## src/rtl/riscv_pkg.sv

```systemverilog
// Shared core package: arbiter state encoding and memory mux select codes.
package riscv_pkg;

    typedef logic [1:0] arb_state_t;

    localparam arb_state_t ARB_IDLE  = 2'd0;
    localparam arb_state_t ARB_GNT_I = 2'd1;
    localparam arb_state_t ARB_GNT_D = 2'd2;

    localparam logic SEL_IF   = 1'b0;
    localparam logic SEL_DATA = 1'b1;

endpackage

```

## src/rtl/mem_port_arbiter_arb_pick.sv

```systemverilog
// arb_pick: combinational two-way picker between the fetch and data ports.
//  if_elig / d_elig   in   eligibility of each port this cycle
//  last_tie_winner    in   winner of the previous tie (0 = IF, 1 = data)
//  if_gnt / d_gnt     out  one-hot (or zero) grant
//  tie                out  both ports eligible this cycle
// DATA_PRIO=1: data wins every tie. DATA_PRIO=0: the loser of the last tie wins.
module arb_pick #(
    parameter bit DATA_PRIO = 1'b1
) (
    input  logic if_elig,
    input  logic d_elig,
    input  logic last_tie_winner,
    output logic if_gnt,
    output logic d_gnt,
    output logic tie
);

    always_comb begin
        tie    = if_elig & d_elig;
        if_gnt = 1'b0;
        d_gnt  = 1'b0;
        if (tie) begin
            if (DATA_PRIO) begin
                d_gnt = 1'b1;
            end else begin
                d_gnt  = ~last_tie_winner;
                if_gnt = last_tie_winner;
            end
        end else begin
            if_gnt = if_elig;
            d_gnt  = d_elig;
        end
    end

endmodule

```

## src/rtl/mem_port_arbiter.sv

```systemverilog
// mem_port_arbiter: shares the single-ported unified memory between IF and MEM.
// One owner per cycle; the memory answers the cycle after the access, so the
// registered owner of the last cycle is also the port acked this cycle.
// Ports:
//  clk, rst (sync, active low)
//  if_req/if_addr              fetch request (held until if_ack)
//  d_req/d_we/d_addr/d_wdata   data request (held until d_ack)
//  mem_sel/mem_en/mem_we       memory mux select, access strobe, write enable
//  mem_rdata -> rdata          read data passthrough, qualify with an ack
//  if_ack/d_ack                access completed (one cycle)
//  if_stall                    fetch requested but not granted this cycle
//  conflict_cnt                saturating count of cycles IF lost to data
//                              (only when MEM_ARB_PERF_EN is defined)
// Addresses and store data route through external muxes; only their select
// is generated here.
module mem_port_arbiter
    import riscv_pkg::*;
#(
    parameter int AW        = 32,
    parameter int DW        = 32,
    parameter int DATA_PRIO = 1
) (
    input  logic          clk,
    input  logic          rst,
    input  logic          if_req,
    input  logic [AW-1:0] if_addr,
    input  logic          d_req,
    input  logic          d_we,
    input  logic [AW-1:0] d_addr,
    input  logic [DW-1:0] d_wdata,
    output logic          mem_sel,
    output logic          mem_en,
    output logic          mem_we,
    input  logic [DW-1:0] mem_rdata,
    output logic [DW-1:0] rdata,
    output logic          if_ack,
    output logic          d_ack,
    output logic          if_stall
`ifdef MEM_ARB_PERF_EN
    ,
    output logic [31:0]   conflict_cnt
`endif
);

    arb_state_t state_q, state_d;
    logic       last_tie_q, last_tie_d;
    logic       if_elig, d_elig;
    logic       pick_if, pick_d, pick_tie;
    logic       if_gnt, d_gnt;

    // Addresses and wdata are muxed outside; keep them on the port list only.
    logic unused_inputs;
    assign unused_inputs = ^{if_addr, d_addr, d_wdata};

    // The port owning the current ack cycle is masked so a req still high
    // during its ack is never granted twice.
    assign if_elig = if_req & (state_q != ARB_GNT_I);
    assign d_elig  = d_req  & (state_q != ARB_GNT_D);

    arb_pick #(
        .DATA_PRIO (DATA_PRIO != 0)
    ) u_pick (
        .if_elig         (if_elig),
        .d_elig          (d_elig),
        .last_tie_winner (last_tie_q),
        .if_gnt          (pick_if),
        .d_gnt           (pick_d),
        .tie             (pick_tie)
    );

    // No access may start while reset is held.
    assign if_gnt = pick_if & rst;
    assign d_gnt  = pick_d  & rst;

    // State register
    always_ff @(posedge clk) begin
        if (!rst) begin
            state_q    <= ARB_IDLE;
            last_tie_q <= 1'b0;
        end else begin
            state_q    <= state_d;
            last_tie_q <= last_tie_d;
        end
    end

    // Next state
    always_comb begin
        state_d    = ARB_IDLE;
        last_tie_d = last_tie_q;
        if (d_gnt) begin
            state_d = ARB_GNT_D;
        end else if (if_gnt) begin
            state_d = ARB_GNT_I;
        end
        if (pick_tie & rst) begin
            last_tie_d = d_gnt;
        end
    end

    // Outputs. Acks are gated by rst so an access in flight when reset
    // arrives is dropped rather than acknowledged.
    always_comb begin
        mem_en   = if_gnt | d_gnt;
        mem_sel  = d_gnt ? SEL_DATA : SEL_IF;
        mem_we   = d_we & d_gnt;
        if_stall = if_req & ~if_gnt;
        if_ack   = rst & (state_q == ARB_GNT_I);
        d_ack    = rst & (state_q == ARB_GNT_D);
        rdata    = mem_rdata;
    end

`ifdef MEM_ARB_PERF_EN
    logic [31:0] cnt_q, cnt_d;

    always_comb begin
        cnt_d = cnt_q;
        if (if_req & ~if_gnt & d_gnt & (cnt_q != 32'hFFFF_FFFF)) begin
            cnt_d = cnt_q + 32'd1;
        end
    end

    always_ff @(posedge clk) begin
        if (!rst) begin
            cnt_q <= 32'd0;
        end else begin
            cnt_q <= cnt_d;
        end
    end

    assign conflict_cnt = cnt_q;
`endif

endmodule

```

## config.mk

```make
export PLATFORM = sky130hd
export DESIGN_NAME = mem_port_arbiter
export DESIGN_NICKNAME = d
export VERILOG_FILES = /design/src/rtl/riscv_pkg.sv /design/src/rtl/mem_port_arbiter_arb_pick.sv /design/src/rtl/mem_port_arbiter.sv
export SDC_FILE = /design/constraint.sdc
export NUM_CORES = 1
export LEC_CHECK = 0
export BUFFER_PORTS_ARGS = -buffer_cell sky130_fd_sc_hd__buf_2
export CELL_PAD_IN_SITES_DETAIL_PLACEMENT = 1
export CELL_PAD_IN_SITES_GLOBAL_PLACEMENT = 1
export CORE_AREA = 2 2 66 68
export DETAILED_ROUTE_END_ITERATION = 16
export DIE_AREA = 0 0 68 70
export PLACE_DENSITY = 0.95
export SYNTH_ARGS = -nofsm -noshare
export SYNTH_HDL_FRONTEND = slang
export SYNTH_SLANG_ARGS = --single-unit
```

## constraint.sdc

```tcl
create_clock -name clk -period 1.16 [get_ports clk]
set_clock_uncertainty 0.15 [all_clocks]
set_input_delay 0.058 -clock clk [delete_from_list [all_inputs] [get_ports clk]]
set_output_delay 0.058 -clock clk [all_outputs]
set_load 0.03 [all_outputs]
```

==> flow_metrics.env, run 1 <==
export IMPL_status="finished, violations left"
export IMPL_violations="hold timing, setup timing"
export IMPL_grt_setup_unrepaired="true"
export IMPL_syn_num_nets=184
export IMPL_synth_area_leaders="buf_4, dfxtp_1, nor2_1, nand2b_4, and2_1"
export IMPL_start_kind="flop"
export IMPL_design_area_um2=688
export IMPL_die_w_um=68
export IMPL_dpl_cell_area_um2=259
export IMPL_cp_end_kind="primary output"
export IMPL_synth_adder_area_share_pct=0
export IMPL_power_mw=0.665
export IMPL_clk_pin_slew_ns=0.03
export IMPL_die_h_um=70
export IMPL_drc_errors=0
export IMPL_fin_crit_sh_pct=114
export IMPL_timing_final_ws_setup_ns=-0.159
export IMPL_power_density_nw_per_um2=967
export IMPL_wl_per_cell_um=11.9
export IMPL_syn_inst=51
export IMPL_hold_viol=1
export IMPL_wl_met2_um=439
export IMPL_top_register="state_q"
export IMPL_ctsHoldBuffers=33
export IMPL_grt_pass1_vias=334
export IMPL_critPathMaxFanout=4
export IMPL_fp_dieArea_um2=4760
export IMPL_seq_area_frac_synth_pct=10.7
export IMPL_clockBufferDepth=2
export IMPL_hold_class="input port to flop"
export IMPL_cts_root_buf="clkbuf_8"
export IMPL_grt_usage_pct=5.71
export IMPL_synth_top_area_cell="buf_4"
export IMPL_grt_max_degree=7
export IMPL_top_regs="state_q x2"
export IMPL_vdd_ir_drop_max_mv=0.200
export IMPL_ant_nets=0
export IMPL_io_buffer_count=10
export IMPL_met1_length_um=349
export IMPL_placementRows=24
export IMPL_vias_per_cell=3.07
export IMPL_synth_mux_area_share_pct=0
export IMPL_cts_made_buffers=3
export IMPL_crit_required_ns=0.95
export IMPL_drive_above_1_share_pct=37.9
export IMPL_synth_compound_gate_area_share_pct=6.02
export IMPL_synth_avg_cell_area_um2=7.34
export IMPL_fin_crit_ns=1.32
export IMPL_critical_path_class="flop to primary output"
export IMPL_leakagePower_nw=0.285
export IMPL_largest_reg_flops=2
export IMPL_wl_met3_um=610
export IMPL_grt_pass1_wl_um=1740
export IMPL_critPathSlowestCell="dfxtp_4"
export IMPL_clock_sinks=2
export IMPL_max_slew_margin_pct=75.2
export IMPL_dr_pass1_iters=4
export IMPL_whs_ns=-0.0285
export IMPL_gr_total_overflow=0
export IMPL_cts_tree="built"
export IMPL_n_fill_cell=482
export IMPL_syn2layout_area_growth_pct=83.9
export IMPL_synth_xor_xnor_area_share_pct=0
export IMPL_drt_iter0_drc=5
export IMPL_slowest_delay_ns=0.35
export IMPL_setup_viol=6
export IMPL_initial_utilization_pct=9.03
export IMPL_antenna_cells=0
export IMPL_crit_arrival_ns=1.11
export IMPL_drv_cap=0
export IMPL_num_io_pins=171
export IMPL_clk_insertion_delay_late_ns=0.21
export IMPL_synth_top_area_share_pct=64.2
export IMPL_nets=201
export IMPL_coreArea_um2=4140
export IMPL_synth_seq_cells=2
export IMPL_yosys_area_share_simple_pct=17.1
export IMPL_globalplace_congestion=0.604
export IMPL_drv_slew=0
export IMPL_path_cells="nand2b_4, and3_4, and2_4, buf_6"
export IMPL_maxUsedRoutingLayer="met3"
export IMPL_synthesis_area_um2=374
export IMPL_fmax_ghz=0.758
export IMPL_routed_wl_um=1400
export IMPL_htreeDepth=1
export IMPL_vias=362
export IMPL_ys_warnings_count=0
export IMPL_synth_top_family_by_area="buffers and inverters"
export IMPL_rrSetupSlack_ns=0.22
export IMPL_antenna_found_initial=0
export IMPL_synth_cell_types=12
export IMPL_fin_tns_setup_ns=-0.603
export IMPL_worstMarginPinSlew_ns=0.370
==> repair_timing <==
action                                  in CTS  in global routing
endpoints found under the setup margin       6                  6
buffers inserted                             1                  0
pin swaps                                    2                  0
gates resized for setup                     17                  1
hold endpoints to repair                    33                  1
==> path summary, 6_finish.rpt <==
check | start | end | cells past startpoint
worst max register to register | state_q[0]$_SDFF_PP0_ | state_q[1]$_SDFF_PN0_ | 2
worst max-delay path | state_q[0]$_SDFF_PP0_ | mem_we | 4
worst min register to register | state_q[1]$_SDFF_PN0_ | state_q[1]$_SDFF_PN0_ | 2
worst min-delay path | rst | state_q[0]$_SDFF_PP0_ | 3
==> routing by layer <==
metal | up-vias | global-route usage [%]
li1 | 155 | -
met1 | 151 | 3.91
met2 | 56 | 6.15
met3 | 0 | 11.0
met4 | 0 | 2.67
met5 | - | 0
==> through the flow <==
step / hold slack, ns / worst slack, ns / utilization (%) / cells
detailed placement: -0.0338 / -0.0519 / 6.25 / 81
floorplan: 0.0202 / 0.0259 / - / 51
finish: -0.0285 / -0.159 / 16.6 / 118
global placement: -0.0338 / -0.0198 / 6.25 / 81
CTS: -0.0272 / -0.178 / 16.5 / 118
global route: -0.0158 / -0.221 / 16.6 / 118
==> cells by family (layout without fill, tap and decap cells) <==
logic type / Yosys count / after routing
simple gates: 11 / 11
flops: 2 / 2
compound gates: 4 / 4
buf+inv: 34 / 49
==> power by group <==
| group | internal, mW | switching [mW] | leakage (nW) | total (mW) |
|---|---|---|---|---|
| registers | 0.0729 | 0.00439 | 0.0175 | 0.0773 |
| logic | 0.121 | 0.196 | 0.246 | 0.317 |
| clock network | 0.219 | 0.0522 | 0.0216 | 0.271 |
==> cell usage after synthesis (all sizes together) <==
library cell   n
inv            2
and2           2
o21ai          2
a21boi         1
a21oi          1
buf           32
nor2           5
dfxtp          2
nand2b         2
and3           2
==> cell type report <==
cell class	instances	area (µm²)	area share, %
tap	52	65.1	9.45
inverter	2	7.51	1.09
clock buffer	3	41.3	6.00
multi-input combinational	15	118	17.1
sequential	2	45.0	6.55
timing repair buffer	44	412	59.8
==> cell usage in the layout (no fill, tap or decap), drive strengths merged <==
| cell type | netlist | final |
|---|---|---|
| and2 | 2 | 2 |
| clkbuf | 0 | 3 |
| nor2 | 5 | 5 |
| o21ai | 2 | 2 |
| dfxtp | 2 | 2 |
| buf | 32 | 11 |
| dlygate4sd3 | 0 | 33 |
| a21oi | 1 | 1 |
| and3 | 2 | 2 |
| a21boi | 1 | 1 |
| nand2b | 2 | 2 |
| inv | 2 | 2 |
==> critical path, delay by kind of cell, from the launching register on <==
family | cells | cell delay, ns
buffers and inverters | 1 | 0.12
flip-flops | 1 | 0.35
AND/OR/NAND/NOR | 3 | 0.43
No activity file was read; power rests on OpenSTA's default activity.
==> run 2: changes to the inputs <==
CTS_BUF_LIST = sky130_fd_sc_hd__clkbuf_4 sky130_fd_sc_hd__clkbuf_8   (was unset)
REMOVE_ABC_BUFFERS = 1   (was unset)
==> run 2 against run 1 <==
The flow still finishes with violations (hold timing, setup timing). Routed wire length grew 72%. Via count grew 1.9%. Sequential power grew 2%. Combinational power grew 5%. Register-to-register slack is essentially flat. Global-route usage grew 4.3 points. Maximum frequency shrank 1.9%. Core utilization grew 0.060 points. Total power grew 3.3%. Critical endpoint unchanged.
==> flow_metrics.env, run 2 (same netlist as run 1, synthesis figures left out) <==
export IMPL_io_buffer_count=10
export IMPL_hold_viol=1
export IMPL_clock_sinks=2
export IMPL_comb_power_share_pct=48.5
export IMPL_cp_depth=4
export IMPL_grt_pass1_vias=449
export IMPL_cts_root_buf="clkbuf_8"
export IMPL_placementRows=24
export IMPL_p_int_mw=0.416
export IMPL_routed_wl_um=2400
export IMPL_switching_share_pct=39.4
export IMPL_largest_reg_flops=2
export IMPL_netSwitchingPower_mw=0.270
export IMPL_clk_insertion_delay_late_ns=0.21
export IMPL_dr_pass1_iters=4
export IMPL_wl_per_cell_um=20.2
export IMPL_antenna_cells=0
export IMPL_rr_startpoint="state_q[0]$_SDFF_PP0_"
export IMPL_dp_cells=83
export IMPL_coreArea_um2=4140
export IMPL_design_area_um2=691
export IMPL_min_delay_worst_endpoint="state_q[0]$_SDFF_PP0_"
export IMPL_crit_buf_inv=1
export IMPL_antenna_found_initial=0
export IMPL_htreeDepth=1
export IMPL_post_cts_buffers=0
export IMPL_reg2reg_depth=2
export IMPL_final_cell_mix="dlygate4sd3_1, buf_2, nor2_1, buf_6"
export IMPL_hold_class="input port to flop"
export IMPL_regArea_um2=42.5
export IMPL_power_frac_seq_pct=11.5
export IMPL_vias_per_cell=3.10
export IMPL_drt_iter0_drc=26
export IMPL_min_from="rst"
export IMPL_violations="hold timing, setup timing"
export IMPL_status="finished, violations left"
export IMPL_start_kind="flop"
export IMPL_drc_errors=0
export IMPL_p_clk_share_pct=40.0
export IMPL_power_density_nw_per_um2=995
export IMPL_num_io_pins=171
export IMPL_crit_arrival_ns=1.14
export IMPL_gr_total_overflow=0
export IMPL_critical_path_class="flop to primary output"
export IMPL_whs_path_depth=3
export IMPL_clk_pin_slew_ns=0.03
export IMPL_initial_utilization_pct=9.03
export IMPL_rrSetupSlack_ns=0.23
export IMPL_setup_viol=5
export IMPL_grt_max_degree=7
export IMPL_layoutNonFillerInstCount=119
export IMPL_syn2layout_area_growth_pct=84.6
export IMPL_grt_setup_unrepaired="true"
export IMPL_grt_pass1_wl_um=3160
export IMPL_worstMarginPinSlew_ns=0.366
export IMPL_cts_made_buffers=3
export IMPL_drv_slew=0
export IMPL_fp_dieArea_um2=4760
export IMPL_post_place_ws_ns=-0.0752
export IMPL_max_slew_margin_pct=75.5
export IMPL_r2r_end="state_q[1]$_SDFF_PN0_"
export IMPL_whs_ns=-0.0335
export IMPL_multi_input_area_um2=111
export IMPL_fin_crit_ns=1.34
export IMPL_crit_family="simple AND/OR/NAND/NOR gates"
export IMPL_timing_final_ws_setup_ns=-0.184
export IMPL_dpl_cell_area_um2=264
export IMPL_vdd_ir_drop_max_mv=0.128
export IMPL_ctsHoldBuffers=33
export IMPL_cp_end_kind="primary output"
export IMPL_path_cells="nand2b_4, and3_4, and2_4, buf_6"
export IMPL_grt_usage_pct=10.0
export IMPL_top_regs="state_q x2"
export IMPL_ant_nets=0
export IMPL_fin_crit_sh_pct=116
export IMPL_hpwl_um=1660
export IMPL_slowest_delay_ns=0.35
export IMPL_nets=202
export IMPL_cts_tree="built"
export IMPL_vias=369
export IMPL_fmax_ghz=0.744
export IMPL_n_fill_cell=491
export IMPL_top_register="state_q"
export IMPL_clockBufferDepth=2
export IMPL_drv_cap=0
export IMPL_die_h_um=70
export IMPL_critPathSlowestCell="dfxtp_2"
export IMPL_crit_required_ns=0.95
export IMPL_critPathMaxFanout=4
export IMPL_drive_above_1_share_pct=35.8
export IMPL_leakagePower_nw=0.290
export IMPL_die_w_um=68
export IMPL_globalplace_congestion=0.669
export IMPL_layout_commonest_cell="dlygate4sd3_1"
==> run 2: per-layer routing <==
metal  wire length, µm  GRT usage, %
met1               938          12.3
met3               316          4.67
met4                64          6.00
met2              1080          13.9
met5                 0             0
==> run 2: how the worst max path moves through the flow <==
stage,startpoint,endpoint
after floorplan,state_q[0]$_SDFF_PP0_,mem_we
after global placement,state_q[0]$_SDFF_PP0_,mem_we
after detailed placement,state_q[0]$_SDFF_PP0_,mem_we
after CTS,state_q[1]$_SDFF_PN0_,if_stall
after global routing,state_q[0]$_SDFF_PP0_,mem_we
final,state_q[0]$_SDFF_PP0_,mem_we
==> run 2: power groups by stage <==
| stage | Combinational (mW) | Clock (mW) | Sequential [mW] |
|---|---|---|---|
| floorplan | 0.0454 | 0 | 0.0775 |
| global placement | 0.0759 | 0 | 0.0777 |
| detailed placement | 0.0779 | 0 | 0.0782 |
| CTS | 0.322 | 0.283 | 0.0783 |
| global route | 0.346 | 0.293 | 0.0792 |
| finish | 0.333 | 0.275 | 0.0787 |
==> run 2: tightest hold or removal path: stages <==
cell     delay, ns
buf_2         0.13
o21ai_2       0.07
nor2_1        0.04
==> run 2: per-stage QoR <==
step / util (%) / TNS (ns) / total power [mW]
CTS: 16.3 / -0.739 / 0.683
floorplan: - / -0.225 / 0.123
finish: 16.7 / -0.673 / 0.687
detailed placement: 6.37 / -0.131 / 0.156
global placement: 6.37 / -0.0483 / 0.154
global route: 16.7 / -1.00 / 0.718
==> run 2: timing repair <==
| action | CTS | global route |
|---|---|---|
| pin swaps | 1 | 1 |
| endpoints found under the setup margin | 6 | 6 |
| resized for setup | 14 | 4 |
| hold endpoints to repair | 34 | 1 |
==> run 2: area by class of cell <==
type	instances	share of cell area [%]
inverters	2	1.09
repair buffers	45	61.2
well taps	52	9.42
multi-input cells	15	16.1
flip-flops and latches	2	6.16
clock buffers	3	5.98
